File: config.mk
export PLATFORM = sky130hd
export DESIGN_NAME = alu_operand_stage
export DESIGN_NICKNAME = d
export VERILOG_FILES = /design/src/rtl/alu_operand_stage.sv
export SDC_FILE = /design/constraint.sdc
export NUM_CORES = 1
export LEC_CHECK = 0
export CAP_MARGIN = 15
export CORE_MARGIN = 2
export CORE_UTILIZATION = 45
export DETAILED_ROUTE_END_ITERATION = 12
export GPL_TIMING_DRIVEN = 0
export HOLD_SLACK_MARGIN = 0.08
export PLACE_DENSITY = 0.76
export SETUP_SLACK_MARGIN = 0.05
export SYNTH_ARGS = -nofsm -noshare
export SYNTH_HDL_FRONTEND = slang
export SYNTH_SLANG_ARGS = --single-unit
File: constraint.sdc
create_clock -name clk -period 3.6 [get_ports clk]
set_input_delay 0.72 -clock clk [delete_from_list [all_inputs] [get_ports clk]]
set_output_delay 0.72 -clock clk [all_outputs]
set_load 0.05 [all_outputs]
File: src/rtl/alu_operand_stage.sv
// alu_operand_stage: RV32I operand decode/select feeding the ALU through a 2-entry skid buffer.
// Optional build macro ALU_FWD_EN adds a single-port forwarding bypass applied to rs1/rs2 at accept.
module alu_operand_stage #(
  parameter int XLEN   = 32,
  parameter int REG_AW = 5
) (
  input  logic              clk,
  input  logic              rst,
  input  logic              flush,
  input  logic              in_valid,
  output logic              in_ready,
  input  logic [31:0]       instr,
  input  logic [XLEN-1:0]   rs1_data,
  input  logic [XLEN-1:0]   rs2_data,
`ifdef ALU_FWD_EN
  input  logic              fwd_valid,
  input  logic [REG_AW-1:0] fwd_rd,
  input  logic [XLEN-1:0]   fwd_data,
`endif
  output logic              out_valid,
  input  logic              out_ready,
  output logic [XLEN-1:0]   alu_a,
  output logic [XLEN-1:0]   alu_b,
  output logic [2:0]        alu_op,
  output logic [REG_AW-1:0] rd,
  output logic              illegal
);

  localparam logic [2:0] OP_AND = 3'b000;
  localparam logic [2:0] OP_OR  = 3'b001;
  localparam logic [2:0] OP_ADD = 3'b010;
  localparam logic [2:0] OP_SUB = 3'b110;
  localparam logic [2:0] OP_SLT = 3'b111;

  localparam logic [6:0] OPC_R      = 7'b0110011;
  localparam logic [6:0] OPC_I      = 7'b0010011;
  localparam logic [6:0] OPC_LOAD   = 7'b0000011;
  localparam logic [6:0] OPC_STORE  = 7'b0100011;
  localparam logic [6:0] OPC_BRANCH = 7'b1100011;

  typedef struct packed {
    logic [XLEN-1:0]   a;
    logic [XLEN-1:0]   b;
    logic [2:0]        op;
    logic [REG_AW-1:0] rd;
    logic              illegal;
  } entry_t;

  typedef enum logic [1:0] {
    S_EMPTY = 2'd0,
    S_ONE   = 2'd1,
    S_TWO   = 2'd2
  } state_t;

  state_t state_reg, state_next;
  entry_t head_reg, head_next;
  entry_t skid_reg, skid_next;
  entry_t dec;

  logic [6:0]        opcode;
  logic [2:0]        funct3;
  logic [XLEN-1:0]   imm_i;
  logic [XLEN-1:0]   imm_s;
  logic [REG_AW-1:0] rd_field;
  logic              legal;

  assign opcode   = instr[6:0];
  assign funct3   = instr[14:12];
  assign rd_field = REG_AW'(instr[11:7]);
  assign imm_i    = {{(XLEN-12){instr[31]}}, instr[31:20]};
  assign imm_s    = {{(XLEN-12){instr[31]}}, instr[31:25], instr[11:7]};

  // Operand sources: index 0 is rs1, index 1 is rs2.
  logic [XLEN-1:0] reg_data [2];
  logic [XLEN-1:0] src_data [2];

  assign reg_data[0] = rs1_data;
  assign reg_data[1] = rs2_data;

`ifdef ALU_FWD_EN
  logic [REG_AW-1:0] rs_idx [2];

  assign rs_idx[0] = REG_AW'(instr[19:15]);
  assign rs_idx[1] = REG_AW'(instr[24:20]);
`else
  logic unused_rs_field;

  assign unused_rs_field = ^instr[19:15];
`endif

  genvar gi;
  generate
    for (gi = 0; gi < 2; gi++) begin : g_src
`ifdef ALU_FWD_EN
      // x0 is hardwired zero, so a write to it must never be forwarded.
      assign src_data[gi] = (fwd_valid && (fwd_rd != '0) && (fwd_rd == rs_idx[gi]))
                            ? fwd_data : reg_data[gi];
`else
      assign src_data[gi] = reg_data[gi];
`endif
    end
  endgenerate

  always_comb begin
    dec     = '0;
    dec.op  = OP_ADD;
    legal   = 1'b1;
    case (opcode)
      OPC_R: begin
        dec.a  = src_data[0];
        dec.b  = src_data[1];
        dec.rd = rd_field;
        case (funct3)
          3'b000:  dec.op = instr[30] ? OP_SUB : OP_ADD;
          3'b111:  dec.op = OP_AND;
          3'b110:  dec.op = OP_OR;
          3'b010:  dec.op = OP_SLT;
          default: legal  = 1'b0;
        endcase
      end
      OPC_I: begin
        dec.a  = src_data[0];
        dec.b  = imm_i;
        dec.rd = rd_field;
        case (funct3)
          3'b000:  dec.op = OP_ADD;
          3'b111:  dec.op = OP_AND;
          3'b110:  dec.op = OP_OR;
          3'b010:  dec.op = OP_SLT;
          default: legal  = 1'b0;
        endcase
      end
      OPC_LOAD: begin
        dec.a  = src_data[0];
        dec.b  = imm_i;
        dec.rd = rd_field;
      end
      OPC_STORE: begin
        dec.a = src_data[0];
        dec.b = imm_s;
      end
      OPC_BRANCH: begin
        dec.a  = src_data[0];
        dec.b  = src_data[1];
        dec.op = OP_SUB;
        if (funct3[2:1] != 2'b00) begin
          legal = 1'b0;
        end
      end
      default: legal = 1'b0;
    endcase
    // Unsupported encodings still flow down the pipe as a zeroed ADD marked illegal.
    if (!legal) begin
      dec         = '0;
      dec.op      = OP_ADD;
      dec.illegal = 1'b1;
    end
  end

  logic accept;
  logic pop;

  // Both handshake outputs depend only on registered occupancy.
  assign in_ready  = (state_reg != S_TWO);
  assign out_valid = (state_reg != S_EMPTY);
  assign accept    = in_valid && in_ready;
  assign pop       = out_valid && out_ready;

  always_comb begin
    state_next = state_reg;
    head_next  = head_reg;
    skid_next  = skid_reg;
    case (state_reg)
      S_EMPTY: begin
        if (accept) begin
          head_next  = dec;
          state_next = S_ONE;
        end
      end
      S_ONE: begin
        if (accept && !pop) begin
          skid_next  = dec;
          state_next = S_TWO;
        end else if (accept && pop) begin
          head_next  = dec;
        end else if (pop) begin
          state_next = S_EMPTY;
        end
      end
      S_TWO: begin
        if (pop) begin
          head_next  = skid_reg;
          state_next = S_ONE;
        end
      end
      default: state_next = S_EMPTY;
    endcase
    if (flush) begin
      state_next = S_EMPTY;
      head_next  = head_reg;
      skid_next  = skid_reg;
    end
  end

  always_ff @(posedge clk) begin
    if (rst) begin
      state_reg <= S_EMPTY;
      head_reg  <= '0;
      skid_reg  <= '0;
    end else begin
      state_reg <= state_next;
      head_reg  <= head_next;
      skid_reg  <= skid_next;
    end
  end

  assign alu_a   = head_reg.a;
  assign alu_b   = head_reg.b;
  assign alu_op  = head_reg.op;
  assign rd      = head_reg.rd;
  assign illegal = head_reg.illegal;

endmodule

==> flow_summary.yaml, run 1 <==
global_route:
  antenna_found_initial: 0
  grt_overflow_total: 0
  grt_pass1_vias: 6054
  grt_pass1_wl_um: 30700
  gr-usage-all-layers_pct: 25.5
  grt_start_max_net_pins: 17
clock_tree:
  tritoncts_clock_tree: "yes"
  cts.reportedPaths.clkPinSlew_ns: 0.06
  tritoncts.num_buffers: 17
  cts_resized: 0
  ctsHtreeMaxLevel: 4
  cts_root_buf: "clkbuf_16"
  cts.sink_count: 148
  cts-root-to-sink-buffers: 2
  clk_latency_ns: 0.42
  cts_post_setup_buffers_inserted: 0
  hold_buffers: 0
detailed_routing:
  wl_per_cell_um: 17.2
  met3RoutedLength_um: 1370
  detail_route.first_pass.iterations: 6
  wirelength_um: 19500
  vias_per_cell: 5.83
  drt_iter0_drc: 549
  detailroute.wirelength.met2_um: 9040
  highest_layer: "met4"
  met1_length_um: 8650
  route.antenna.remaining_nets: 0
  number_of_vias_in_the_routed_layout: 6610
  drcViolationCount: 0
finish:
  mostFrequentLayoutCells: "168 x clkdlybuf4s50_1, 148 x dfxtp_1, 147 x nor2_1, 76 x nor3_1, 70 x a221oi_1"
  largest_register_ff_count: 73
  filler_cell_count: 1211
  num-nets-final: 1043
  areaGrowthSynthToFinish_pct: 38.9
  post-route-cell-area_um2: 8960
  antenna-diode-count: 0
  layout_commonest_cell: "clkdlybuf4s50_1"
  share_of_post_route_cells_with_drive_strength_above_1_pct: 8.18
power_and_ir_drop:
  worst_ir_drop_vdd_mv: 0.304
  power.density_nw_per_um2: 471
  power.leakage_nw: 3.23
floorplan:
  die_height_um: 124
  die-area_um2: 15300
  die_x_um: 124
  num_io_pins: 176
  start_util_pct: 46.3
  placementRows: 43
  core_um2: 13900
hold_path:
  hold_path_end: "alu_op[1]$_SDFFE_PP0P_"
  timing.hold.worst_path_depth: 2
  worst_hold_path_type: "reg -> reg"
  timing.hold.worst.start: "alu_op[1]$_SDFFE_PP0P_"
worst_setup_path:
  worst_ep_arrival_time_ns: 2.70
  reg2reg_depth: 6
  startpoint_type: "flop"
  worst_path_largest_cell_delay_ns: 0.77
  r2r-end: "alu_b[17]$_SDFFE_PP0P_"
  crit_slowest_cell: "clkdlybuf4s50_1"
  cp-end-kind: "output port"
  crit_fanout: 10
  criticalPathCategory: "reg -> out"
  reg2reg_setup_slack_ns: 1.30
  crit-reg2reg-launch: "state_reg[1]$_SDFFE_PP0P_"
  cp.required_ns: 2.88
  crit_chain: "nor2b_1 > clkbuf_1 > inv_1 > clkdlybuf4s50_1"
yosys:
  ys_seq_elements: 148
  ys_warn_count: 0
  post_synth_inst_count: 755
  syn-num-nets: 856
  synthesis.area_um2: 6460
  ys_seq_area_share_pct: 45.9
  postSynthAreaPerCell_um2: 8.55
  synth.lib_cells_used.distinct: 40
sta:
  report.final.slew_viol_count: 0
  final.setup.tns_ns: 0
  report.final.hold_viol_count: 0
  timing.clock.skew_ns: 0.00926
  min_period_over_period_pct: 94.9
  final_period_minus_worst_setup_slack_ns: 3.42
  fmax_mhz: 293
  tightestPinTransition_ns: 1.04
  setup_viol: 0
  rsz_0062_raised_after_global_routing: "false"
  timing.hold.ws_ns: 0.484
  slew_headroom_pct: 30.6
placed_design:
  place_congestion: 0.799
  placement.cell_area_um2: 8360
  hpwlAfterDp_um: 13600
  numPortBuffers: 168
job:
  maxCapViolCount: 0
status:
  run_status: "finished, final reports clean"
-- worst max-delay path: cells and delay by family (launching register included) --
| kind | cells | cell delay [ns] |
|---|---|---|
| AND/OR/NAND/NOR | 1 | 0.35 |
| buffers and inverters | 3 | 1.50 |
| flip-flops | 1 | 0.43 |
-- cell families (layout without fill, tap and decap cells) --
family | Yosys count | in the layout | share of synthesized area (%)
simple gates | 281 | 281 | 19.0
mux | 6 | 6 | 1.03
flops | 148 | 148 | 45.9
compound gates | 229 | 229 | 27.8
buf+inv | 91 | 290 | 6.34
-- where the power goes --
part	switching [mW]	internal, mW
Combinational	0.412	0.264
Sequential	0.0294	1.69
Clock	0.725	1.10
-- through the flow --
stage	power [mW]	utilization, %	std cells	worst slack, ns
floorplan	2.14	-	755	1.48
global placement	2.42	60.0	1103	0.419
detailed placement	2.43	60.0	1103	0.350
CTS	4.23	64.3	1134	0.199
global route	4.36	64.3	1134	0.0709
finish	4.22	64.3	1134	0.184
-- area by class of cell --
class                   instances  area (µm²)  share of cell area (%)
plain buffers                  82         375                    4.19
clock buffers                  17         425                    4.75
clock inverters                14         176                    1.97
inverters                       9        33.8                   0.377
multi-input cells             516        3080                    34.4
flip-flops and latches        148        2960                    33.0
well taps                     180         225                    2.51
repair buffers                168        1680                    18.8
-- worst max-delay path by stage --
stage                                    startpoint                      to  slack, ns
after floorplan                            instr[4]  alu_b[11]$_SDFFE_PP0P_       1.48
after global placement                    out_ready  alu_b[16]$_SDFFE_PP0P_       0.42
after detailed placement                   in_valid  alu_b[18]$_SDFFE_PP0P_       0.35
after CTS                 state_reg[1]$_SDFFE_PP0P_                in_ready       0.20
after global routing      state_reg[1]$_SDFFE_PP0P_                in_ready       0.07
final                     state_reg[1]$_SDFFE_PP0P_                in_ready       0.18
-- layer usage --
metal	GRT usage, %	vias to the layer above
li1	-	3153
met1	35.2	3147
met2	39.8	273
met3	4.49	37
met4	9.87	0
met5	0	-
-- synth_stat cells, drive strengths merged --
cell     instances  area (µm²)
o211ai           1        7.51
mux2i            1        10.0
buf             28         173
a32oi            5        43.8
nor4bb           1        10.0
inv              9        33.8
o41ai            1        8.76
o32ai            1        8.76
and2             1        6.26
dfxtp          148        2960
nand3b           2        15.0
o22a             1        8.76
or2              2        12.5
or3b             1        11.3
a22oi           70         576
nor4             2        12.5
mux2             5        56.3
a211oi          11         100
nor3            76         380
a21oi           39         199
nor2b            6        47.5
nand4bb          1        11.3
a21o             2        15.0
a221oi          70         613
nor2           147         552
nand2           38         143
clkbuf          54         203
nand2b           4        25.0
a31o             1        8.76
o21a            27         203
Power figures use the tool's default switching activity.
==> run 2, diff against run 1 <==
--- a/config.mk
+++ b/config.mk
@@ -5,13 +5,14 @@
 export SDC_FILE = /design/constraint.sdc
 export NUM_CORES = 1
 export LEC_CHECK = 0
+export ABC_AREA = 1
 export CAP_MARGIN = 15
 export CORE_MARGIN = 2
 export CORE_UTILIZATION = 45
 export DETAILED_ROUTE_END_ITERATION = 12
 export GPL_TIMING_DRIVEN = 0
 export HOLD_SLACK_MARGIN = 0.08
-export PLACE_DENSITY = 0.76
+export PLACE_DENSITY = 0.75
 export SETUP_SLACK_MARGIN = 0.05
 export SYNTH_ARGS = -nofsm -noshare
 export SYNTH_HDL_FRONTEND = slang
==> run 2 against run 1 <==
  * Global-route usage increased by 1.1 points
  * Non-clock buffer count decreased by 3
  * Sequential power about the same
  * Final cell count increased by 26%
  * First-iteration DRC count increased by 42%
  * Worst hold slack got worse by 0.014 ns
  * Sequential share of layout area decreased by 1.9 points
  * Combinational power about the same
  * Clock skew increased by 0.00066 ns
  * Flip-flop and latch count unchanged
  * Critical endpoint unchanged
==> flow_summary.yaml, run 2 <==
status:
  run_status: "finished, final reports clean"
finish:
  share_of_post_route_cells_with_drive_strength_above_1_pct: 7.19
  final-seq-area_um2: 2960
  mostFrequentLayoutCells: "322 x nand2_1, 216 x a21oi_1, 170 x clkdlybuf4s50_1, 148 x dfxtp_1, 90 x inv_1"
  areaGrowthSynthToFinish_pct: 37.2
  largest_register_ff_count: 73
  layout_commonest_cell: "nand2_1"
  filler_cell_count: 1409
  final_cell_count_no_fill: 1426
  multi_input_comb_area_um2: 3240
  num-nets-final: 1326
  antenna-diode-count: 0
sta:
  tightestPinTransition_ns: 0.662
  final_period_minus_worst_setup_slack_ns: 3.10
  setup_viol: 0
  final.setup.tns_ns: 0
  fmax_mhz: 323
  report.final.slew_viol_count: 0
  min_period_over_period_pct: 86.0
  slew_headroom_pct: 55.4
  report.final.hold_viol_count: 0
  rsz_0062_raised_after_global_routing: "false"
  timing.clock.skew_ns: 0.00993
clock_tree:
  tritoncts.num_buffers: 17
  clk_latency_ns: 0.42
  cts_post_setup_buffers_inserted: 0
  cts.sink_count: 148
  tritoncts_clock_tree: "yes"
  hold_buffers: 0
  cts_resized: 0
  ctsHtreeMaxLevel: 4
  cts-root-to-sink-buffers: 2
  cts.reportedPaths.clkPinSlew_ns: 0.06
  cts_root_buf: "clkbuf_16"
floorplan:
  num_io_pins: 176
  die_x_um: 128
  die_height_um: 128
  placementRows: 45
  start_util_pct: 45.7
  die-area_um2: 16400
  core_um2: 15100
yosys:
  synth_async_reset_ratio_pct: 0
  synth-main-ff-cell: "dfxtp_1"
  syn-num-nets: 1137
  synthesis.area_um2: 6930
  post_synth_inst_count: 1036
  ys_seq_area_share_pct: 42.8
  yosys-top-cells-count: "322 x nand2_1, 216 x a21oi_1, 148 x dfxtp_1"
  synth_top_cell_by_area: "dfxtp_1"
  synth_edf_count: 0
  synth.top_cells.by_area: "dfxtp_1 43%, nand2_1 17%, a21oi_1 16%, o21ai_0 5.3%, inv_1 4.9%"
  ys_warn_count: 0
  synthMostInstantiatedCell: "nand2_1"
  synth_top_cell_area_share_pct: 42.8
  synth.lib_cells_used.distinct: 27
  postSynthAreaPerCell_um2: 6.69
  ys_seq_elements: 148
hold_path:
  worst_hold_path_type: "reg -> reg"
  timing.hold.worst_path_depth: 2
worst_setup_path:
  crit_slowest_cell: "clkdlybuf4s50_1"
  worst_path_largest_cell_delay_ns: 0.91
  cp.required_ns: 2.88
  startpoint_type: "flop"
  reg2reg_depth: 8
  cpLargestDelayFamily: "buffers and inverters"
  crit_fanout: 10
  critical_path_buf_inv_count: 3
  worst_ep_arrival_time_ns: 2.38
  cp-end-kind: "output port"
  cp_num_cells: 4
  criticalPathCategory: "reg -> out"
  crit_chain: "inv_1 > nand2_4 > clkbuf_1 > clkdlybuf4s50_1"
power_and_ir_drop:
  power.density_nw_per_um2: 458
  worst_ir_drop_vdd_mv: 0.363
  power.leakage_nw: 4.07
detailed_routing:
  route.antenna.remaining_nets: 0
  detail_route.first_pass.iterations: 5
  wl_per_cell_um: 15.2
  drt_iter0_drc: 778
  number_of_vias_in_the_routed_layout: 7526
  vias_per_cell: 5.28
  wirelength_um: 21600
  drcViolationCount: 0
global_route:
  grt_pass1_wl_um: 35100
  grt_overflow_total: 0
  grt_start_max_net_pins: 17
  antenna_found_initial: 1
  gr-usage-all-layers_pct: 26.6
  grt_pass1_vias: 7182
placed_design:
  place_congestion: 0.875
  hpwlAfterDp_um: 15100
  numPortBuffers: 170
  place.detailed.instances: 1394
job:
  maxCapViolCount: 0
run 2: changes by cell type after synthesis, sizes merged, moves of 67 or more:
cell | previous run | this run
nand2 | 38 | 326
a21oi | 39 | 218
o21ai | 0 | 73
a22oi | 70 | 0
inv | 9 | 93
nor2 | 147 | 22
nand3 | 0 | 67
a221oi | 70 | 0
nor3 | 76 | 0
run 2: logic make-up (layout without fill, tap and decap cells):
kind of cell	after synthesis	after routing	share of synthesized area (%)
flops	148	148	42.8
compound gates	295	295	21.7
simple gates	423	423	25.1
buf+inv	170	372	10.5
run 2: area by class of cell:
class | instances | share of cell area, %
clock buffers | 18 | 4.52
multi-input cells | 718 | 34.1
flip-flops and latches | 148 | 31.2
inverters | 93 | 3.67
repair buffers | 170 | 17.9
well taps | 188 | 2.47
plain buffers | 77 | 4.00
clock inverters | 14 | 2.20
run 2: routing by layer:
metal,vias up,global-route usage [%],part of all wire [%]
li1,3734,-,-
met1,3441,34.9,44
met2,306,43.2,46
met3,43,5.59,7.0
met4,2,10.0,2.4
met5,-,0,0.056
run 2: worst register-to-register path, stage by stage, from the launching register on:
cell and delay, ns:
dfxtp_1 0.37, inv_1 0.10, nor2_1 0.13, nand3_1 0.17, inv_2 0.17, buf_4 0.21
buf_2 0.23, o21ai_0 0.13, a21oi_1 0.18
run 2: path summary, 6_finish.rpt:
kind,slack (ns),to,from
min reg2reg,0.47,illegal$_SDFFE_PP0P_,illegal$_SDFFE_PP0P_
max,0.50,in_ready,state_reg[0]$_SDFFE_PP0P_
max reg2reg,1.84,skid_reg[71]$_SDFFE_PP0P_,state_reg[0]$_SDFFE_PP0P_
min,0.47,illegal$_SDFFE_PP0P_,illegal$_SDFFE_PP0P_
run 2: report_power, final:
| group | switching (mW) | leakage [nW] | internal, mW |
|---|---|---|---|
| logic | 0.416 | 2.55 | 0.261 |
| registers | 0.0348 | 1.21 | 1.70 |
| clock network | 0.715 | 0.314 | 1.23 |
| total | 1.17 | 4.07 | 3.19 |
run 2: per-stage QoR:
step | utilization (%) | worst slack [ns] | instance area (µm²) | hold WS [ns] | total power, mW
2_1_floorplan | - | 1.73 | 6930 | 0.440 | 2.16
3_3_place_gp | 58.5 | 0.789 | 8870 | 0.454 | 2.44
3_5_place_dp | 58.5 | 0.739 | 8870 | 0.457 | 2.44
4_1_cts | 62.8 | 0.498 | 9500 | 0.469 | 4.37
5_1_grt | 62.8 | 0.422 | 9500 | 0.504 | 4.51
6_report | 62.8 | 0.505 | 9500 | 0.470 | 4.36
